===== src/rtl/dbus_pkg.sv =====
// Shared definitions for the data-side bus router and its address decoder.
package dbus_pkg;
  typedef enum logic [2:0] {S_IDLE, S_ISSUE, S_WAIT, S_DONE, S_ERR} state_e;

  localparam int          NUM_TGT     = 2;
  localparam int          T_DMEM      = 0;
  localparam int          T_MMIO      = 1;
  localparam logic [31:0] T0_BASE     = 32'h0000_2000;
  localparam logic [31:0] T1_BASE     = 32'h0001_0000;
  localparam int          T0_SIZE_LG2 = 13;  // 8 KiB
  localparam int          T1_SIZE_LG2 = 12;  // 4 KiB
  localparam int          TIMEOUT     = 16;
  localparam int          CNT_W       = $clog2(TIMEOUT + 1);

  typedef struct packed {
    logic        we;
    logic [31:0] addr;
    logic [31:0] wdata;
    logic [3:0]  wstrb;
  } dbus_req_t;

  // Partial stores may sit at any byte offset; loads and full-word stores must be word aligned.
  function automatic logic misaligned(input logic we, input logic [1:0] lsb, input logic [3:0] wstrb);
    return (lsb != 2'b00) && (!we || wstrb == 4'hF);
  endfunction
endpackage


===== src/rtl/dbus_decode.sv =====
// Address decode to target hits; shared with the instruction-side bus.
module dbus_decode
  import dbus_pkg::*;
(
  input  logic [31:0] addr,
  output logic        hit0,
  output logic        hit1,
  output logic        fault
);
  assign hit0  = addr[31:T0_SIZE_LG2] == T0_BASE[31:T0_SIZE_LG2];
  assign hit1  = addr[31:T1_SIZE_LG2] == T1_BASE[31:T1_SIZE_LG2];
  assign fault = !(hit0 || hit1);
endmodule


===== src/rtl/dbus_router.sv =====
// Data-side bus router: steers one CPU load/store to DMEM or MMIO and stalls until done.
module dbus_router
  import dbus_pkg::*;
(
  input  logic        clk,
  input  logic        reset,
  input  logic        cpu_req,
  input  logic        cpu_we,
  input  logic [31:0] cpu_addr,
  input  logic [31:0] cpu_wdata,
  input  logic [3:0]  cpu_wstrb,
  output logic        cpu_stall,
  output logic [31:0] cpu_rdata,
  output logic        cpu_err,
  output logic        t0_req,
  output logic        t0_we,
  output logic [31:0] t0_addr,
  output logic [31:0] t0_wdata,
  output logic [3:0]  t0_wstrb,
  input  logic        t0_gnt,
  input  logic        t0_rvalid,
  input  logic [31:0] t0_rdata,
  output logic        t1_req,
  output logic        t1_we,
  output logic [31:0] t1_addr,
  output logic [31:0] t1_wdata,
  output logic [3:0]  t1_wstrb,
  input  logic        t1_gnt,
  input  logic        t1_rvalid,
  input  logic [31:0] t1_rdata
);
  state_e                        state;
  dbus_req_t                     lat;
  logic                          tgt;
  logic [CNT_W-1:0]              cnt;
  logic                          hit0, hit1, fault, bad, timeout;
  logic                          sel_gnt, sel_rv;
  logic [NUM_TGT-1:0]            gnt, rvalid;
  logic [NUM_TGT-1:0][31:0]      rdata;

  dbus_decode u_dec (.addr(cpu_addr), .hit0(hit0), .hit1(hit1), .fault(fault));

  assign gnt     = {t1_gnt, t0_gnt};
  assign rvalid  = {t1_rvalid, t0_rvalid};
  assign rdata   = {t1_rdata, t0_rdata};
  assign sel_gnt = gnt[tgt];
  assign sel_rv  = rvalid[tgt];
  assign bad     = fault || misaligned(cpu_we, cpu_addr[1:0], cpu_wstrb) ||
                   (cpu_we && cpu_wstrb == 4'h0);
  // Last allowed ISSUE/WAIT cycle; a completion in that cycle still wins.
  assign timeout = cnt == CNT_W'(TIMEOUT - 1);

  always_ff @(posedge clk or posedge reset) begin
    if (reset) begin
      state     <= S_IDLE;
      lat       <= '0;
      tgt       <= 1'b0;
      cnt       <= '0;
      cpu_rdata <= '0;
      cpu_err   <= 1'b0;
    end else begin
      cpu_err <= 1'b0;
      case (state)
        S_IDLE: if (cpu_req) begin
          lat <= '{we: cpu_we, addr: cpu_addr, wdata: cpu_wdata, wstrb: cpu_wstrb};
          tgt <= hit1 && !hit0;
          cnt <= '0;
          if (bad) begin
            state     <= S_ERR;
            cpu_err   <= 1'b1;
            cpu_rdata <= '0;
          end else begin
            state <= S_ISSUE;
          end
        end
        S_ISSUE, S_WAIT: begin
          if ((state == S_ISSUE && sel_gnt && (lat.we || sel_rv)) || (state == S_WAIT && sel_rv)) begin
            if (!lat.we) cpu_rdata <= rdata[tgt];
            state <= S_DONE;
          end else if (timeout) begin
            state     <= S_ERR;
            cpu_err   <= 1'b1;
            cpu_rdata <= '0;
          end else begin
            if (state == S_ISSUE && sel_gnt) state <= S_WAIT;
            if (cnt != CNT_W'(TIMEOUT)) cnt <= cnt + 1'b1;
          end
        end
        default: state <= S_IDLE;
      endcase
    end
  end

  assign cpu_stall = (state == S_IDLE && cpu_req) || state == S_ISSUE || state == S_WAIT;
  assign t0_req    = state == S_ISSUE && !tgt;
  assign t1_req    = state == S_ISSUE && tgt;
  assign t0_we     = lat.we;
  assign t0_addr   = lat.addr;
  assign t0_wdata  = lat.wdata;
  assign t0_wstrb  = lat.wstrb;
  assign t1_we     = lat.we;
  assign t1_addr   = lat.addr;
  assign t1_wdata  = lat.wdata;
  assign t1_wstrb  = lat.wstrb;
endmodule


===== config.mk =====
export PLATFORM = sky130hd
export DESIGN_NAME = dbus_router
export DESIGN_NICKNAME = d
export VERILOG_FILES = /design/src/rtl/dbus_pkg.sv /design/src/rtl/dbus_decode.sv /design/src/rtl/dbus_router.sv
export SDC_FILE = /design/constraint.sdc
export NUM_CORES = 1
export LEC_CHECK = 0
export BUFFER_PORTS_ARGS = -buffer_cell sky130_fd_sc_hd__buf_4
export CAP_MARGIN = 20
export CORE_ASPECT_RATIO = 1.1
export CORE_MARGIN = 2
export CORE_UTILIZATION = 35
export CTS_CLUSTER_SIZE = 8
export DETAILED_ROUTE_END_ITERATION = 10
export PLACE_DENSITY = 0.68
export RECOVER_POWER = 25
export REMOVE_ABC_BUFFERS = 1
export SYNTH_ARGS = -nofsm -noshare
export SYNTH_HDL_FRONTEND = slang
export SYNTH_SLANG_ARGS = --single-unit

===== constraint.sdc =====
create_clock -name clk -period 3.4 [get_ports clk]
set_input_delay 0.51 -clock clk [delete_from_list [all_inputs] [get_ports clk]]
set_output_delay 0.51 -clock clk [all_outputs]
set_load 0.1 [all_outputs]

==> results of run 1 <==
## final timing paths
check,start,end
max,state[2]$_DFFE_PP0P_,cpu_stall
min,cpu_wdata[24],t0_wdata[24]$_DFFE_PP0P_
max reg2reg,state[2]$_DFFE_PP0P_,cpu_rdata[15]$_DFFE_PP0P_
min reg2reg,cnt[3]$_DFFE_PP0P_,cnt[3]$_DFFE_PP0P_
max in group asynchronous,reset,cpu_rdata[8]$_DFFE_PP0P_
min in group asynchronous,reset,t0_addr[13]$_DFFE_PP0P_
## registers in the layout, indices dropped and copies added (netlist names)
name       cells
t0_addr       32
cnt            5
t0_wstrb       4
state          3
tgt            1
cpu_rdata     32
t0_wdata      32
cpu_err        1
t0_we          1
## cells by family after synthesis
kind of cell	share of synthesized area
and+or+nand+nor	0.187
DFF	0.502
buffers and inverters	0.132
AOI/OAI and AO/OA	0.0948
muxes	0.0773
adders and majority gates	0.00678
## worst max-delay path, stage by stage (launching register included)
cell and delay [ns]:
dfrtp_1 0.47, nor3_1 0.33, nand2_2 0.29, nand2_1 0.16
buf_4 0.30
## cell type report
type / instances / area, um2 / area share
clock buffer: 11 / 243 / 0.0310
tap: 200 / 250 / 0.0319
timing repair buffer: 320 / 2470 / 0.315
inverter: 6 / 23.8 / 0.00304
sequential: 111 / 2780 / 0.355
multi-input combinational: 348 / 2030 / 0.259
clock inverter: 5 / 41.3 / 0.00527
## routing by layer
metal  up-vias  part of all wire  track usage
met1      2187              0.38        0.213
met4         0            0.0082       0.0436
met5         -                 0            0
met2       215              0.51        0.314
li1       2276                 -            -
met3         7             0.098       0.0541
## synth_stat cells, drive strengths merged
| library cell | number |
|---|---|
| a32o | 33 |
| clkbuf | 19 |
| nand4 | 2 |
| or3 | 1 |
| or4 | 1 |
| o21ai | 7 |
| nand2b | 3 |
| buf | 81 |
| or2 | 1 |
| or3b | 1 |
| and3 | 2 |
| o211ai | 1 |
| a211oi | 3 |
| ha | 3 |
| nor4 | 4 |
| mux2i | 3 |
| a21oi | 4 |
| dfrtp | 111 |
| a21o | 1 |
| o31ai | 1 |
| nor3 | 7 |
| nand3 | 2 |
| and3b | 1 |
| nor2 | 6 |
| and2 | 3 |
| nor3b | 2 |
| o2111a | 1 |
| a22o | 2 |
| a221o | 1 |
| mux2 | 35 |
| a2111oi | 1 |
| nor2b | 1 |
| inv | 6 |
| nand2 | 215 |
## stage by stage
step                area (um2)  hold WS [ns]  setup WS, ns  TNS (ns)
floorplan                 4830         0.461        -0.153     -4.67
global placement          7490         0.486         0.877         0
detailed placement        7520         0.492         0.941         0
CTS                       7810         0.291         0.926         0
global route              7830         0.331         0.837         0
finish                    7830         0.341         0.983         0
==> impl_metrics.py, run 1 <==
metrics = {
    "outcome": {
        "run_status": "finished with violations",
        "violations": "max-capacitance violations, max-slew violations",
    },
    "finish": {
        "synthToLayoutAreaGrowth_pct": 41.6,
        "fin_nets": 939,
        "drive_gt1_frac": 0.477,
        "post-route-util": 0.504,
        "final_cell_mix": "315 x buf_4, 214 x nand2_1, 111 x dfrtp_1, 34 x mux2_2, 33 x a32o_1",
        "final_cell_count_no_fill": 1001,
        "nFillCells": 1468,
        "antenna_cells": 0,
        "final_common_cell": "buf_4",
    },
    "placed_design": {
        "placed_cells": 984,
        "gp_congestion": 0.791,
        "portBuffers": 313,
        "hpwl_um": 11700,
    },
    "logic_synthesis": {
        "ys_seq_area_frac": 0.502,
        "yosysTopAreaCell": "dfrtp_1",
        "ys_ff_latch": 111,
        "synth_area_mm2": 0.00553,
        "synth.distinct_cells": 42,
        "avgSynthCellArea_um2": 9.79,
        "yosysWarningCount": 0,
        "synth_top_area_frac": 0.502,
        "synthCells": 565,
        "synth.area.top_cells": "dfrtp_1 50%, nand2_1 15%, buf_4 9.8%, mux2_2 6.9%, a32o_1 6.0%",
    },
    "global_route": {
        "grt_overflow_total": 0,
        "track_usage": 0.179,
        "antenna_found_initial": 0,
        "grt_pass1_wl_um": 23100,
        "grt_max_degree": 64,
        "grt_pass1_vias": 4467,
    },
    "floorplan": {
        "die_width_um": 124,
        "pin_count": 314,
        "die_area_mm2": 0.0168,
        "num_rows": 48,
        "dieHeight_um": 136,
        "start_util": 0.356,
        "core_area_mm2": 0.0156,
    },
    "worst_setup_path": {
        "crit_path_end_kind": "output pin",
        "critical_path_required_ns": 2.89,
        "cp_data_arrival_time_ns": 1.91,
        "crit_type": "flop to output pin",
        "start_kind": "flop",
        "r2r_setup_slack_ns": 1.17,
        "reg2reg_depth": 6,
        "crit_fanout": 13,
    },
    "worst_hold_path": {
        "holdCritPathClass": "input port to flop",
        "min_delay_path_depth": 3,
    },
    "routing": {
        "firstDrtPassIters": 5,
        "finalWirelength_um": 15500,
        "drc_errors": 0,
        "antenna_left": 0,
        "vias": 4685,
        "drtIter0Drc": 163,
        "wl_per_cell_um": 15.5,
        "viasPerCell": 4.68,
    },
    "clock_tree": {
        "numCtsBuffers": 9,
        "htreeDepth": 3,
        "clkLatencyLatePin_ns": 0.35,
        "cts_setup_buffers": 0,
        "root_buffer": "clkbuf_16",
        "cts.repair.resized": 0,
        "clkTransAtPathRegs_ns": 0.08,
        "ctsLongestPathBuffers": 2,
        "cts_tree": "built",
        "hold_buffers": 0,
        "clock_sinks": 111,
    },
    "timing": {
        "skew_ns": 0.0115,
        "hold_viol": 0,
        "drv_slew": 53,
        "fin_crit_sh": 0.711,
        "rsz0062_at_grt": "no",
        "setup_viol": 0,
        "tightest_slew_ns": 2.42,
        "fmax_mhz": 414,
        "finalCriticalPeriod_ns": 2.42,
        "relSlewSlack": -0.619,
    },
    "flow_run": {
        "drv_cap": 1,
    },
}
Power of run 1 is not shown: default switching activity piles up to over one toggle a cycle in this logic, so the estimate is an artifact.
==> inputs of run 2 (changes only) <==
- PLACE_DENSITY: 0.68 -> 0.66
- clock period: 3.4 -> 2.4 ns (I/O delays scaled with it)
==> run 2 against run 1 <==
Against the previous run: sequential share of layout area fell by 0.090 points; final area up 0.26%; core utilization rose by 0.13 points; worst hold slack got worse by 0.14 ns; clock skew decreased by 0.0037 ns; count of clock-buffer cells in the layout fell by 1; highest routed layer unchanged; register-to-register slack worse by 0.85 ns; via count rose by 1.7%; worst setup slack worse by 0.76 ns; routed wire length increased by 0.73%; the run now ends clean; critical path depth is 1 lower; non-clock buffer count is 2 higher.
==> impl_metrics.py, run 2 (synthesis gave the netlist of run 1 again) <==
metrics = {
    "worst_setup_path": {
        "cp_data_arrival_time_ns": 1.82,
        "cp.buffers_inverters": 1,
        "cp.depth": 3,
        "slowest_delay_ns": 0.51,
        "cp_slowest_cell": "nor3b_1",
        "timing.rr.end": "cpu_rdata[21]$_DFFE_PP0P_",
        "crit_path_end_kind": "output pin",
        "start_kind": "flop",
        "r2r_setup_slack_ns": 0.32,
        "crit_type": "flop to output pin",
        "critical_path_required_ns": 2.04,
        "cp_top_family": "simple AND/OR/NAND/NOR gates",
        "r2r-start": "tgt$_DFFE_PP0P_",
        "crit_fanout": 9,
        "path_cells": "nor3b_1 -> and2_1 -> buf_4",
        "reg2reg_depth": 6,
    },
    "outcome": {
        "run_status": "completed",
    },
    "global_route": {
        "antenna_found_initial": 0,
        "grt_max_degree": 112,
        "grt_pass1_wl_um": 23600,
        "grt_overflow_total": 0,
        "grt_pass1_vias": 4566,
        "track_usage": 0.183,
    },
    "clock_tree": {
        "htreeDepth": 3,
        "cts.repair.resized": 0,
        "cts_setup_buffers": 0,
        "numCtsBuffers": 9,
        "clkLatencyLatePin_ns": 0.35,
        "hold_buffers": 0,
        "root_buffer": "clkbuf_16",
        "clock_sinks": 111,
        "ctsLongestPathBuffers": 2,
        "clkTransAtPathRegs_ns": 0.07,
        "cts_tree": "built",
    },
    "finish": {
        "synthToLayoutAreaGrowth_pct": 41.9,
        "fin_area_mm2": 0.00785,
        "fin_nets": 941,
        "nFillCells": 1492,
        "final_common_cell": "buf_4",
        "antenna_cells": 0,
        "final_cell_mix": "317 x buf_4, 214 x nand2_1, 111 x dfrtp_1, 34 x mux2_2, 33 x a32o_1",
        "drive_gt1_frac": 0.478,
    },
    "floorplan": {
        "dieHeight_um": 136,
        "pin_count": 314,
        "start_util": 0.356,
        "die_width_um": 124,
        "die_area_mm2": 0.0168,
        "num_rows": 48,
        "core_area_mm2": 0.0156,
    },
    "worst_hold_path": {
        "worstHoldStart": "cpu_wdata[31]",
        "min_to": "t0_wdata[31]$_DFFE_PP0P_",
        "min_delay_path_depth": 3,
        "holdCritPathClass": "input port to flop",
    },
    "flow_run": {
        "drv_cap": 0,
    },
    "timing": {
        "skew_ns": 0.00783,
        "fin_crit_sh": 0.909,
        "drv_slew": 0,
        "tightest_slew_ns": 1.48,
        "fmax_mhz": 458,
        "setup_viol": 0,
        "rsz0062_at_grt": "no",
        "hold_viol": 0,
        "finalCriticalPeriod_ns": 2.18,
        "relSlewSlack": 0.0105,
    },
    "placed_design": {
        "portBuffers": 313,
        "hpwl_um": 11700,
        "placed_area_mm2": 0.00755,
        "gp_congestion": 0.789,
    },
    "routing": {
        "drtIter0Drc": 158,
        "vias": 4764,
        "antenna_left": 0,
        "wl_per_cell_um": 15.6,
        "finalWirelength_um": 15600,
        "firstDrtPassIters": 6,
        "viasPerCell": 4.75,
        "drc_errors": 0,
    },
}
-- run 2: worst register-to-register path: cells and delay by family (launching register included) --
| kind | cells | cell delay [ns] |
|---|---|---|
| AO/OA/AOI/OAI | 3 | 0.64 |
| AND/OR/NAND/NOR | 1 | 0.22 |
| buffers and inverters | 1 | 0.23 |
| multiplexers | 1 | 0.36 |
| flip-flops | 1 | 0.51 |
-- run 2: layout make-up --
cell class,count,area (um2),share of cell area
flip-flops and latches,111,2780,0.354
clock inverters,5,81.3,0.0104
repair buffers,322,2450,0.312
well taps,200,250,0.0319
clock buffers,10,239,0.0304
multi-input cells,348,2030,0.258
inverters,6,23.8,0.00303
-- run 2: through the flow --
step	utilization	setup WS, ns	cells	hold WS [ns]	setup TNS [ns]
4_1_cts	0.506	0.199	1002	0.182	0
3_5_place_dp	0.485	0.281	987	0.491	0
6_report	0.505	0.219	1002	0.196	0
3_3_place_gp	0.485	0.281	987	0.486	0
2_1_floorplan	-	-1.00	465	0.461	-119.54
5_1_grt	0.505	0.110	1002	0.192	0
-- run 2: worst max path at each step --
stage / from / to / slack (ns)
after CTS: state[2]$_DFFE_PP0P_ / t1_req / 0.20
after global placement: cpu_addr[19] / cpu_rdata[0]$_DFFE_PP0P_ / 0.28
final: state[2]$_DFFE_PP0P_ / t1_req / 0.22
after global routing: state[2]$_DFFE_PP0P_ / t1_req / 0.11
after detailed placement: cpu_addr[19] / cpu_rdata[21]$_DFFE_PP0P_ / 0.28
after floorplan: tgt$_DFFE_PP0P_ / t0_req / -1.00
-- run 2: routing by layer --
| metal | vias to the layer above | part of all wire | global-route usage |
|---|---|---|---|
| li1 | 2284 | - | - |
| met5 | - | 0 | 0 |
| met4 | 0 | 0.018 | 0.0631 |
| met1 | 2251 | 0.39 | 0.229 |
| met3 | 15 | 0.10 | 0.0491 |
| met2 | 214 | 0.49 | 0.305 |
Power of run 2 is left out for the same reason.
==> inputs of run 3 (changes only) <==
- PLACE_DENSITY: 0.66 -> default
- PLACE_DENSITY_LB_ADDON: default -> 0.05
==> run 3 against run 2 <==
Against the previous run: the run now ends with max-capacitance violations, max-slew violations left; sequential share of layout area about the same; worst hold slack gained 0.00056 ns; fmax is 2.9% lower; worst setup slack worse by 0.065 ns; critical endpoint is now cpu_stall; via count is 0.65% lower; register-to-register slack worse by 0.04 ns; critical path depth is 2 higher; global-route usage rose by 0.12 points; non-clock buffer count up 6; first-iteration DRC count up 25%; clock skew hardly changed; die area stayed put.
==> impl_metrics.py, run 3 (synthesis gave the netlist of run 1 again) <==
metrics = {
    "floorplan": {
        "pin_count": 314,
        "num_rows": 48,
        "dieHeight_um": 136,
        "die_area_mm2": 0.0168,
        "core_area_mm2": 0.0156,
        "start_util": 0.356,
        "die_width_um": 124,
    },
    "routing": {
        "vias": 4733,
        "antenna_left": 0,
        "finalWirelength_um": 16000,
        "firstDrtPassIters": 4,
        "viasPerCell": 4.69,
        "wl_per_cell_um": 15.9,
        "drtIter0Drc": 198,
        "drc_errors": 0,
    },
    "finish": {
        "final_cell_count_no_fill": 1009,
        "fin_area_mm2": 0.00786,
        "antenna_cells": 0,
        "final_common_cell": "buf_4",
        "synthToLayoutAreaGrowth_pct": 42.1,
        "post-route-util": 0.505,
        "drive_gt1_frac": 0.483,
        "fin_nets": 947,
        "nFillCells": 1455,
        "final_cell_mix": "324 x buf_4, 214 x nand2_1, 111 x dfrtp_1, 34 x mux2_2, 33 x a32o_1",
    },
    "global_route": {
        "grt_max_degree": 112,
        "grt_use_met3": 0.0537,
        "track_usage": 0.184,
        "grt_pass1_vias": 4562,
        "grt_use_met2": 0.310,
        "gr-usage-met1": 0.222,
        "busiest_layer": "met2",
        "grt_pass1_wl_um": 23900,
        "antenna_found_initial": 0,
        "grt_overflow_total": 0,
    },
    "worst_setup_path": {
        "worstSetupEndpoint": "cpu_stall",
        "r2r_setup_slack_ns": 0.28,
        "r2r-start": "cnt[1]$_DFFE_PP0P_",
        "timing.rr.end": "state[0]$_DFFE_PP0P_",
        "critical_path_required_ns": 2.04,
        "crit_path_end_kind": "output pin",
        "cp_data_arrival_time_ns": 1.89,
        "crit_type": "flop to output pin",
        "crit_start": "state[2]$_DFFE_PP0P_",
        "start_kind": "flop",
        "reg2reg_depth": 8,
        "crit_fanout": 7,
    },
    "timing": {
        "fmax_mhz": 445,
        "rsz0062_at_grt": "no",
        "fin_crit_sh": 0.936,
        "finalCriticalPeriod_ns": 2.25,
        "skew_ns": 0.00744,
        "relSlewSlack": -0.00818,
        "hold_viol": 0,
        "tightest_slew_ns": 1.51,
        "drv_slew": 111,
        "setup_viol": 0,
    },
    "worst_hold_path": {
        "min_delay_path_depth": 3,
        "holdCritPathClass": "input port to flop",
    },
    "clock_tree": {
        "cts_setup_buffers": 0,
        "hold_buffers": 0,
        "numCtsBuffers": 9,
        "clkLatencyLatePin_ns": 0.35,
        "root_buffer": "clkbuf_16",
        "clkTransAtPathRegs_ns": 0.07,
        "ctsLongestPathBuffers": 2,
        "htreeDepth": 3,
        "cts.repair.resized": 0,
        "cts_tree": "built",
        "clock_sinks": 111,
    },
    "flow_run": {
        "drv_cap": 1,
    },
    "placed_design": {
        "gp_congestion": 0.861,
        "portBuffers": 313,
        "hpwl_um": 12000,
        "placed_cells": 993,
        "placed_area_mm2": 0.00759,
    },
    "outcome": {
        "violations": "max-capacitance violations, max-slew violations",
        "run_status": "finished with violations",
    },
}
-- run 3: cell types whose count changed in the layout (fill, tap and decap cells not counted) --
| cell | delta |
|---|---|
| buf_12 | -2 |
| buf_16 | +1 |
| buf_4 | +7 |
| bufinv_16 | -2 |
| clkbuf_1 | -1 |
| clkbuf_4 | +1 |
| clkinv_4 | +3 |
| clkinvlp_4 | +1 |
| inv_6 | -1 |
-- run 3: layout make-up --
cell class              instances  area, um2  area share
flip-flops and latches        111       2780       0.353
repair buffers                328       2490       0.317
multi-input cells             348       2030       0.258
well taps                     200        250      0.0318
clock buffers                  10        239      0.0304
clock inverters                 6       46.3     0.00589
inverters                       6       23.8     0.00302
-- run 3: critical path, stage by stage, from the launching register on --
cell and delay, ns:
dfrtp_1 0.45, buf_4 0.18, nor3_1 0.29, nand2_2 0.22, nand2_1 0.12, buf_4 0.29
-- run 3: how the worst min path moves through the flow --
stage                                to                      from
6_report       t0_wdata[19]$_DFFE_PP0P_             cpu_wdata[19]
5_1_grt        t0_wdata[21]$_DFFE_PP0P_             cpu_wdata[21]
4_1_cts        t0_wdata[19]$_DFFE_PP0P_             cpu_wdata[19]
3_5_place_dp    t0_wdata[4]$_DFFE_PP0P_   t0_wdata[4]$_DFFE_PP0P_
3_3_place_gp   t0_wdata[23]$_DFFE_PP0P_  t0_wdata[23]$_DFFE_PP0P_
2_1_floorplan        cnt[3]$_DFFE_PP0P_        cnt[3]$_DFFE_PP0P_
-- run 3: per-layer routing --
layer	share of wire	wire length, um
met1	0.39	6190
met2	0.50	7960
met3	0.096	1540
met4	0.021	343
met5	0	0
-- run 3: per-stage QoR --
stage / setup WS, ns / hold slack, ns / TNS (ns)
5_1_grt: 0.0373 / 0.197 / 0
6_report: 0.154 / 0.197 / 0
3_3_place_gp: 0.0128 / 0.486 / 0
3_5_place_dp: 0.298 / 0.494 / 0
2_1_floorplan: -1.00 / 0.461 / -119.54
4_1_cts: 0.148 / 0.189 / 0
Power of run 3 is left out for the same reason.
